### src/rtl/truth_table_sweeper.sv
`default_nettype none
// ============================================================================
// Module   : truth_table_sweeper
// Purpose  : Walks every input row of a combinational DUT, holds each row HOLD
//            cycles, samples and compares against a packed expected table.
//            Optional macro SWEEP_MISR_EN adds a 16-bit MISR signature port.
// Revision : 1.0 - initial release
// ============================================================================
module truth_table_sweeper #(
    parameter int N_IN  = 3,
    parameter int N_OUT = 1,
    parameter int HOLD  = 1,
    parameter logic [(1 << N_IN)*N_OUT-1:0] EXPECTED = '0
) (
    input  logic             clk,
    input  logic             reset,
    input  logic             start,
    output logic [N_IN-1:0]  stim,
    input  logic [N_OUT-1:0] dut_y,
    output logic             busy,
    output logic             done,
    output logic             pass,
    output logic             step_valid,
    output logic [N_IN:0]    err_count,
    output logic             fail_valid,
    output logic [N_IN-1:0]  fail_idx,
    output logic [N_OUT-1:0] fail_y
`ifdef SWEEP_MISR_EN
    ,
    output logic [15:0]      signature
`endif
);

    localparam int c_HOLD_W = (HOLD > 1) ? $clog2(HOLD) : 1;
    localparam logic [c_HOLD_W-1:0] c_HOLD_LAST = c_HOLD_W'(HOLD - 1);
    localparam logic [N_IN-1:0]     c_LAST_ROW  = '1;

    localparam logic [1:0] c_ST_IDLE   = 2'd0;
    localparam logic [1:0] c_ST_DRIVE  = 2'd1;
    localparam logic [1:0] c_ST_SAMPLE = 2'd2;
    localparam logic [1:0] c_ST_DONE   = 2'd3;

    logic [1:0]          r_state;
    logic [c_HOLD_W-1:0] r_hold_cnt;
    logic [N_IN-1:0]     r_stim;
    logic                r_done;
    logic                r_pass;
    logic [N_IN:0]       r_err_count;
    logic                r_fail_valid;
    logic [N_IN-1:0]     r_fail_idx;
    logic [N_OUT-1:0]    r_fail_y;

    logic [N_OUT-1:0]    w_exp_row;
    logic                w_mismatch;
    logic                w_start_accept;
    logic [N_IN:0]       w_err_next;

    assign w_exp_row      = EXPECTED[r_stim*N_OUT +: N_OUT];
    assign w_mismatch     = (r_state == c_ST_SAMPLE) && (dut_y != w_exp_row);
    assign w_start_accept = start && ((r_state == c_ST_IDLE) || (r_state == c_ST_DONE));
    assign w_err_next     = r_err_count + {{N_IN{1'b0}}, w_mismatch};

    always_ff @(posedge clk) begin
        if (reset) begin
            r_state      <= c_ST_IDLE;
            r_hold_cnt   <= '0;
            r_stim       <= '0;
            r_done       <= 1'b0;
            r_pass       <= 1'b0;
            r_err_count  <= '0;
            r_fail_valid <= 1'b0;
            r_fail_idx   <= '0;
            r_fail_y     <= '0;
        end else begin
            case (r_state)
                c_ST_IDLE, c_ST_DONE: begin
                    if (start) begin
                        r_state      <= c_ST_DRIVE;
                        r_hold_cnt   <= '0;
                        r_stim       <= '0;
                        r_done       <= 1'b0;
                        r_pass       <= 1'b0;
                        r_err_count  <= '0;
                        r_fail_valid <= 1'b0;
                        r_fail_idx   <= '0;
                        r_fail_y     <= '0;
                    end
                end
                c_ST_DRIVE: begin
                    if (r_hold_cnt == c_HOLD_LAST) begin
                        r_state <= c_ST_SAMPLE;
                    end else begin
                        r_hold_cnt <= r_hold_cnt + c_HOLD_W'(1);
                    end
                end
                c_ST_SAMPLE: begin
                    r_err_count <= w_err_next;
                    // Only the first failing row of a sweep is kept.
                    if (w_mismatch && !r_fail_valid) begin
                        r_fail_valid <= 1'b1;
                        r_fail_idx   <= r_stim;
                        r_fail_y     <= dut_y;
                    end
                    if (r_stim == c_LAST_ROW) begin
                        r_state <= c_ST_DONE;
                        r_done  <= 1'b1;
                        r_pass  <= (w_err_next == '0);
                    end else begin
                        r_state    <= c_ST_DRIVE;
                        r_stim     <= r_stim + N_IN'(1);
                        r_hold_cnt <= '0;
                    end
                end
                default: r_state <= c_ST_IDLE;
            endcase
        end
    end

`ifdef SWEEP_MISR_EN
    logic [15:0] r_misr;
    logic        w_misr_fb;

    // Fibonacci taps for x^16 + x^14 + x^13 + x^11 + 1.
    assign w_misr_fb = r_misr[15] ^ r_misr[13] ^ r_misr[12] ^ r_misr[10];

    always_ff @(posedge clk) begin
        if (reset) begin
            r_misr <= 16'h0000;
        end else if (w_start_accept) begin
            r_misr <= 16'h0000;
        end else if (r_state == c_ST_SAMPLE) begin
            r_misr <= {r_misr[14:0], w_misr_fb} ^ 16'(dut_y);
        end
    end

    assign signature = r_misr;
`endif

    assign stim       = r_stim;
    assign busy       = (r_state == c_ST_DRIVE) || (r_state == c_ST_SAMPLE);
    assign step_valid = (r_state == c_ST_SAMPLE);
    assign done       = r_done;
    assign pass       = r_pass;
    assign err_count  = r_err_count;
    assign fail_valid = r_fail_valid;
    assign fail_idx   = r_fail_idx;
    assign fail_y     = r_fail_y;

endmodule
`default_nettype wire

### config.mk
export PLATFORM = sky130hd
export DESIGN_NAME = truth_table_sweeper
export DESIGN_NICKNAME = d
export VERILOG_FILES = /design/src/rtl/truth_table_sweeper.sv
export SDC_FILE = /design/constraint.sdc
export NUM_CORES = 1
export LEC_CHECK = 0
export BUFFER_PORTS_ARGS = -buffer_cell sky130_fd_sc_hd__buf_4
export CAP_MARGIN = 20
export CORE_UTILIZATION = 54
export CTS_CLUSTER_DIAMETER = 40
export DETAILED_ROUTE_END_ITERATION = 12
export PLACE_DENSITY = 0.81
export REMOVE_ABC_BUFFERS = 1
export SYNTH_ARGS = -nofsm -noshare
export SYNTH_HDL_FRONTEND = slang
export SYNTH_SLANG_ARGS = --single-unit
export TNS_END_PERCENT = 1
### constraint.sdc
create_clock -name clk -period 4.05 [get_ports clk]
set_input_delay 0.405 -clock clk [delete_from_list [all_inputs] [get_ports clk]]
set_output_delay 0.405 -clock clk [all_outputs]
set_load 0.02 [all_outputs]
* Yosys cells after proc, flatten, opt, wreduce, memory -nomap -nowiden
Index checks and enable logic that the tools add are counted.
Word-level totals: bits in registers 17, bits of input ports 4, output and inout bits 16, word-level logic and storage cells 60
Cells by class: add/subtract/negate cells 3, equal/unequal tests 10, shift-type cells 1, muxes and demuxes 23, reductions and logical operators 14
Operator list (count):
- $pmux W3 S2 | 2
- $mux W3 | 3
- $reduce_and A3 Y1 | 3
- $pmux W1 S2 | 4
- $pmux W4 S2 | 1
- $shiftx A8 B4 Y1 const A | 1
- $mux W1 | 7
- $mux W2 | 3
- $ne A2 B2 Y1 const B | 3
- $pmux W2 S3 | 1
- $reduce_and A2 Y1 | 3
- $add A4 B1 Y4 | 1
- $eq A2 B2 Y1 const B | 2
- $logic_not A4 Y1 | 1
- $mux W4 | 1
- $ne A2 B1 Y1 const B | 2
- $add A3 B1 Y3 const B | 1
- $eq A3 B3 Y1 const B | 1
- $pmux W1 S3 | 1
- $eq A2 B1 Y1 const B | 1
- $logic_and A1 B1 Y1 | 2
- $logic_not A2 Y1 | 1
- $reduce_bool A2 Y1 | 1
- $reduce_or A2 Y1 | 1
- 4 further kinds | 4

* Longest topological paths before layout
depth in word-level cells 7, gate-level depth with buffers 10, mapped depth without buffers 9

* Least setup slack after synthesis
OpenSTA, ideal clock, no wires.
path kind reg2reg, start reg r_state[0], end reg r_pass, in the netlist pass, setup time 0.070 ns, data arrival time 2.186 ns, data required time 3.980 ns, path slack 1.794 ns, stages on the path, launching flop included 11, path buffers 1, period minus slack after synthesis 2.256 ns, cell sequence dfxtp_1 -> inv_1 -> ha_1 -> clkbuf_1 -> and2_1 -> ha_1 -> ha_1 -> nor2_1 -> nand4_1 -> or4_1 -> a21oi_1
On the way: cells in the longest elaborated chain, start to end 6, elaborated cells on any way between the ends 13, classes of those cells add/sub: 1; eq/ne: 4; mux: 2; reduce/logical: 6
Ends and longest elaborated chain:
- from (decl) | RTL line 43 | logic [1:0] r_state;
- from (signal assigned) | RTL line 65 | r_state <= c_ST_IDLE;
- from (signal assigned) | RTL line 78 | r_state <= c_ST_DRIVE;
- from (signal assigned) | RTL line 91 | r_state <= c_ST_SAMPLE;
- $eq A2 B2 Y1
- via step_valid | RTL line 23 | output logic step_valid,
- $logic_and A1 B1 Y1 | RTL line 59 | assign w_mismatch = (r_state == c_ST_SAMPLE) && (dut_y != w_exp_row);
- via w_mismatch | RTL line 54 | logic w_mismatch;
- $add A4 B1 Y4 | RTL line 61 | assign w_err_next = r_err_count + {{N_IN{1'b0}}, w_mismatch};
- $logic_not A4 Y1 | RTL line 107 | r_pass <= (w_err_next == '0);
- $mux W1 | RTL line 104 | if (r_stim == c_LAST_ROW) begin
- $pmux W1 S2 | RTL line 75 | case (r_state)
- to (signal assigned) | RTL line 107
- to (decl) | RTL line 47 | logic r_pass;
The timed path passes the listed nets, and every way through them passes these cells. The select of a mux whose other input is x is not followed. A chain may end at the register's enable or synchronous reset.

* Final worst setup path
start reg r_state[0], end reg r_pass, in the netlist pass
On the way: cells in the longest elaborated chain, start to end 6, elaborated cells on any way between the ends 13, classes of those cells add/sub: 1; eq/ne: 4; mux: 2; reduce/logical: 6
Ends and longest elaborated chain (RTL line):
- $eq A2 B2 Y1 | 59
- $logic_and A1 B1 Y1 | 59
- via w_mismatch | 54
- $add A4 B1 Y4 | 61
- $logic_not A4 Y1 | 107
- $mux W1 | 104
- $pmux W1 S2 | 75
The timed path passes the listed nets, and every way through them passes these cells. The select of a mux whose other input is x is not followed.

==> results_dict.tcl <==
set metrics [dict create \
    outcome "finished clean" \
    critical_path_required_ps 4290 \
    fillers 111 \
    grt.total_usage 0.2413 \
    synth_cells 92 \
    grt.overflow.total 0 \
    clk_path_buf_depth 2 \
    ys_seq_area_frac 0.4063 \
    grt_max_degree 17 \
    worst_setup_path_start_kind "flop" \
    synth_edf_count 0 \
    slew_headroom 0.6475 \
    async_reset_ff_frac 0 \
    clock_latency_ps 300 \
    clk_pin_slew_ps 100 \
    ant_nets 0 \
    drv_cap 0 \
    die_w_um 40.21 \
    hold_path.class "in -> reg" \
    min_period_ps 2253 \
    wire_per_inst_um 12.05 \
    io_pins 20 \
    ys_seq_elements 16 \
    dominantRegCellSynth "dfxtp_1" \
    setup_tns_ps 0 \
    drv_slew 0 \
    p_per_area_mw_per_mm2 521.2 \
    place_congestion 0.7191 \
    hold_viol 0 \
    grt_first_pass_wirelength_um 2546 \
    fmax_mhz 443.9 \
    drt_pass1_iterations 4 \
    initial_utilization 0.5910 \
    ys_types 24 \
    cts_resized 0 \
    yosysWarningCount 0 \
    crit_type "reg -> reg" \
    coreArea_mm2 0.001334 \
    die_h_um 40.21 \
    cts_tree "built" \
    netlist_area_um2 788.3 \
    rsz0062_at_grt "no" \
    synthTopCellsByCount "16 x dfxtp_1, 12 x nor2_1, 8 x a21oi_1, 8 x a22oi_1, 6 x ha_1" \
    syn_area_per_cell_um2 8.568 \
    clockRootBuffer "clkbuf_4" \
    nets 121 \
    vias 689 \
    avgViaCountPerCell 5.512 \
    fp-row-count 13 \
    grt_pass1_vias 602 \
    p_leak_nw 0.4216 \
    synth_top_area_cell "dfxtp_1" \
    period_share 0.5562 \
    drive_gt1_frac 0.2364 \
    antenna_found_initial 0 \
    worst_slew_pin_slew_ps 518.5 \
    port_buffers 19 \
    yosysMostFrequentCell "dfxtp_1" \
    area_delta_synth_final_pct 22.54 \
    hold_buffers 0 \
    cts_max_level 1 \
    numCtsBuffers 3 \
    postCtsSetupBuffers 0 \
    setup_viol 0 \
    drcViolationCount 0 \
    irDropWorstVdd_v 0.0003306 \
    netlist.area_leader.share 0.4063 \
    hpwl_um 1081 \
    drtIter0Drc 9 \
    critPathCaptureType "flop" \
    routed_wl_um 1506 \
    antenna_cells 0 \
    cts_sinks 16 \
    postLayoutCoreUtil 0.7242 \
    synth.area.top_cells "dfxtp_1 41%, ha_1 9.5%, a22oi_1 7.6%, nor2_1 5.7%, a21oi_1 5.1%" \
    final.setup_skew_ps 4.967 \
    path_max_fanout 14 \
    arrival_ps 2490 \
    dieArea_mm2 0.001616 \
]
metal layers:
metal	GRT usage	wire length, µm	vias to the layer above
met5	0	0	-
met4	0.1500	44	0
met3	0.05000	51	5
met2	0.3669	657	17
met1	0.3095	753	309
li1	-	-	358
cell families after synthesis:
| family | count (synthesis) | synth area share |
|---|---|---|
| muxes | 1 | 0.01746 |
| DFF | 16 | 0.4064 |
| AOI/OAI and AO/OA | 24 | 0.1905 |
| xor gates and xnor gates | 1 | 0.01111 |
| adders and majority gates | 6 | 0.09524 |
| buffers and inverters | 8 | 0.03967 |
| and+or+nand+nor | 36 | 0.2397 |
per-stage QoR:
step	setup slack (ps)	hold WS, ps	power (mW)	cells	area, µm²
floorplan	1883	465.9	0.3353	87	768.2
global placement	1882	468.4	0.3921	121	929.6
detailed placement	1800	481.4	0.3966	121	929.6
CTS	1778	381.8	0.5074	125	965.9
global route	1602	389.6	0.5359	125	965.9
finish	1797	384.0	0.5034	125	965.9
sequential cells by signal, summed over array words and instances, names as in the netlist:
signal	flops
fail_y	1
r_state	2
fail_idx	3
pass	1
done	1
err_count	4
fail_valid	1
stim	3
path summary, 6_finish.rpt:
path | from | end | slack [ps] | depth (start not counted)
max | r_state[0] | pass | 1800 | 9
min | reset | stim[0] | 380 | 2
max reg2reg | r_state[0] | pass | 1800 | 9
min reg2reg | pass | pass | 490 | 2
critical path, cell delays in order, from the launching register on:
cell     delay (ps)
dfxtp_1         360
inv_1            50
ha_1            350
and2_1          210
ha_1            190
ha_1            290
nor2_1          110
nand4_1          90
or4_1           420
a21oi_1         130
layout make-up:
type | instances | area, µm² | share of cell area
timing repair buffer | 19 | 142.6 | 0.1477
inverter | 3 | 11.26 | 0.01166
sequential | 16 | 320.3 | 0.3316
multi-input combinational | 68 | 436.7 | 0.4521
clock buffer | 4 | 36.28 | 0.03756
tap | 15 | 18.77 | 0.01943
cells in the final DEF, fill, tap and decap left out:
cell       n
buf_4     19
dfxtp_1   16
nor2_1    12
a21oi_1    8
a22oi_1    8
ha_1       6
nand2b_1   5
nand2_1    5
nor2b_1    4
o21ai_0    4
and2_1     3
inv_1      3
a211oi_1   3
clkbuf_4   3
nor3_1     2
mux2i_2    1
a21o_1     1
nor3b_2    1
nand2b_2   1
nand3_1    1
xnor2_1    1
nand4_1    1
or4_1      1
clkbuf_8   1
where the power goes:
| part | switching [mW] | leakage, nW | internal [mW] | total [mW] |
|---|---|---|---|---|
| combinational | 0.128 | 0.271 | 0.0804 | 0.209 |
| clock | 0.0560 | 0.0210 | 0.0549 | 0.111 |
| sequential | 0.0123 | 0.129 | 0.172 | 0.184 |
(Power assumes the default switching activity.)
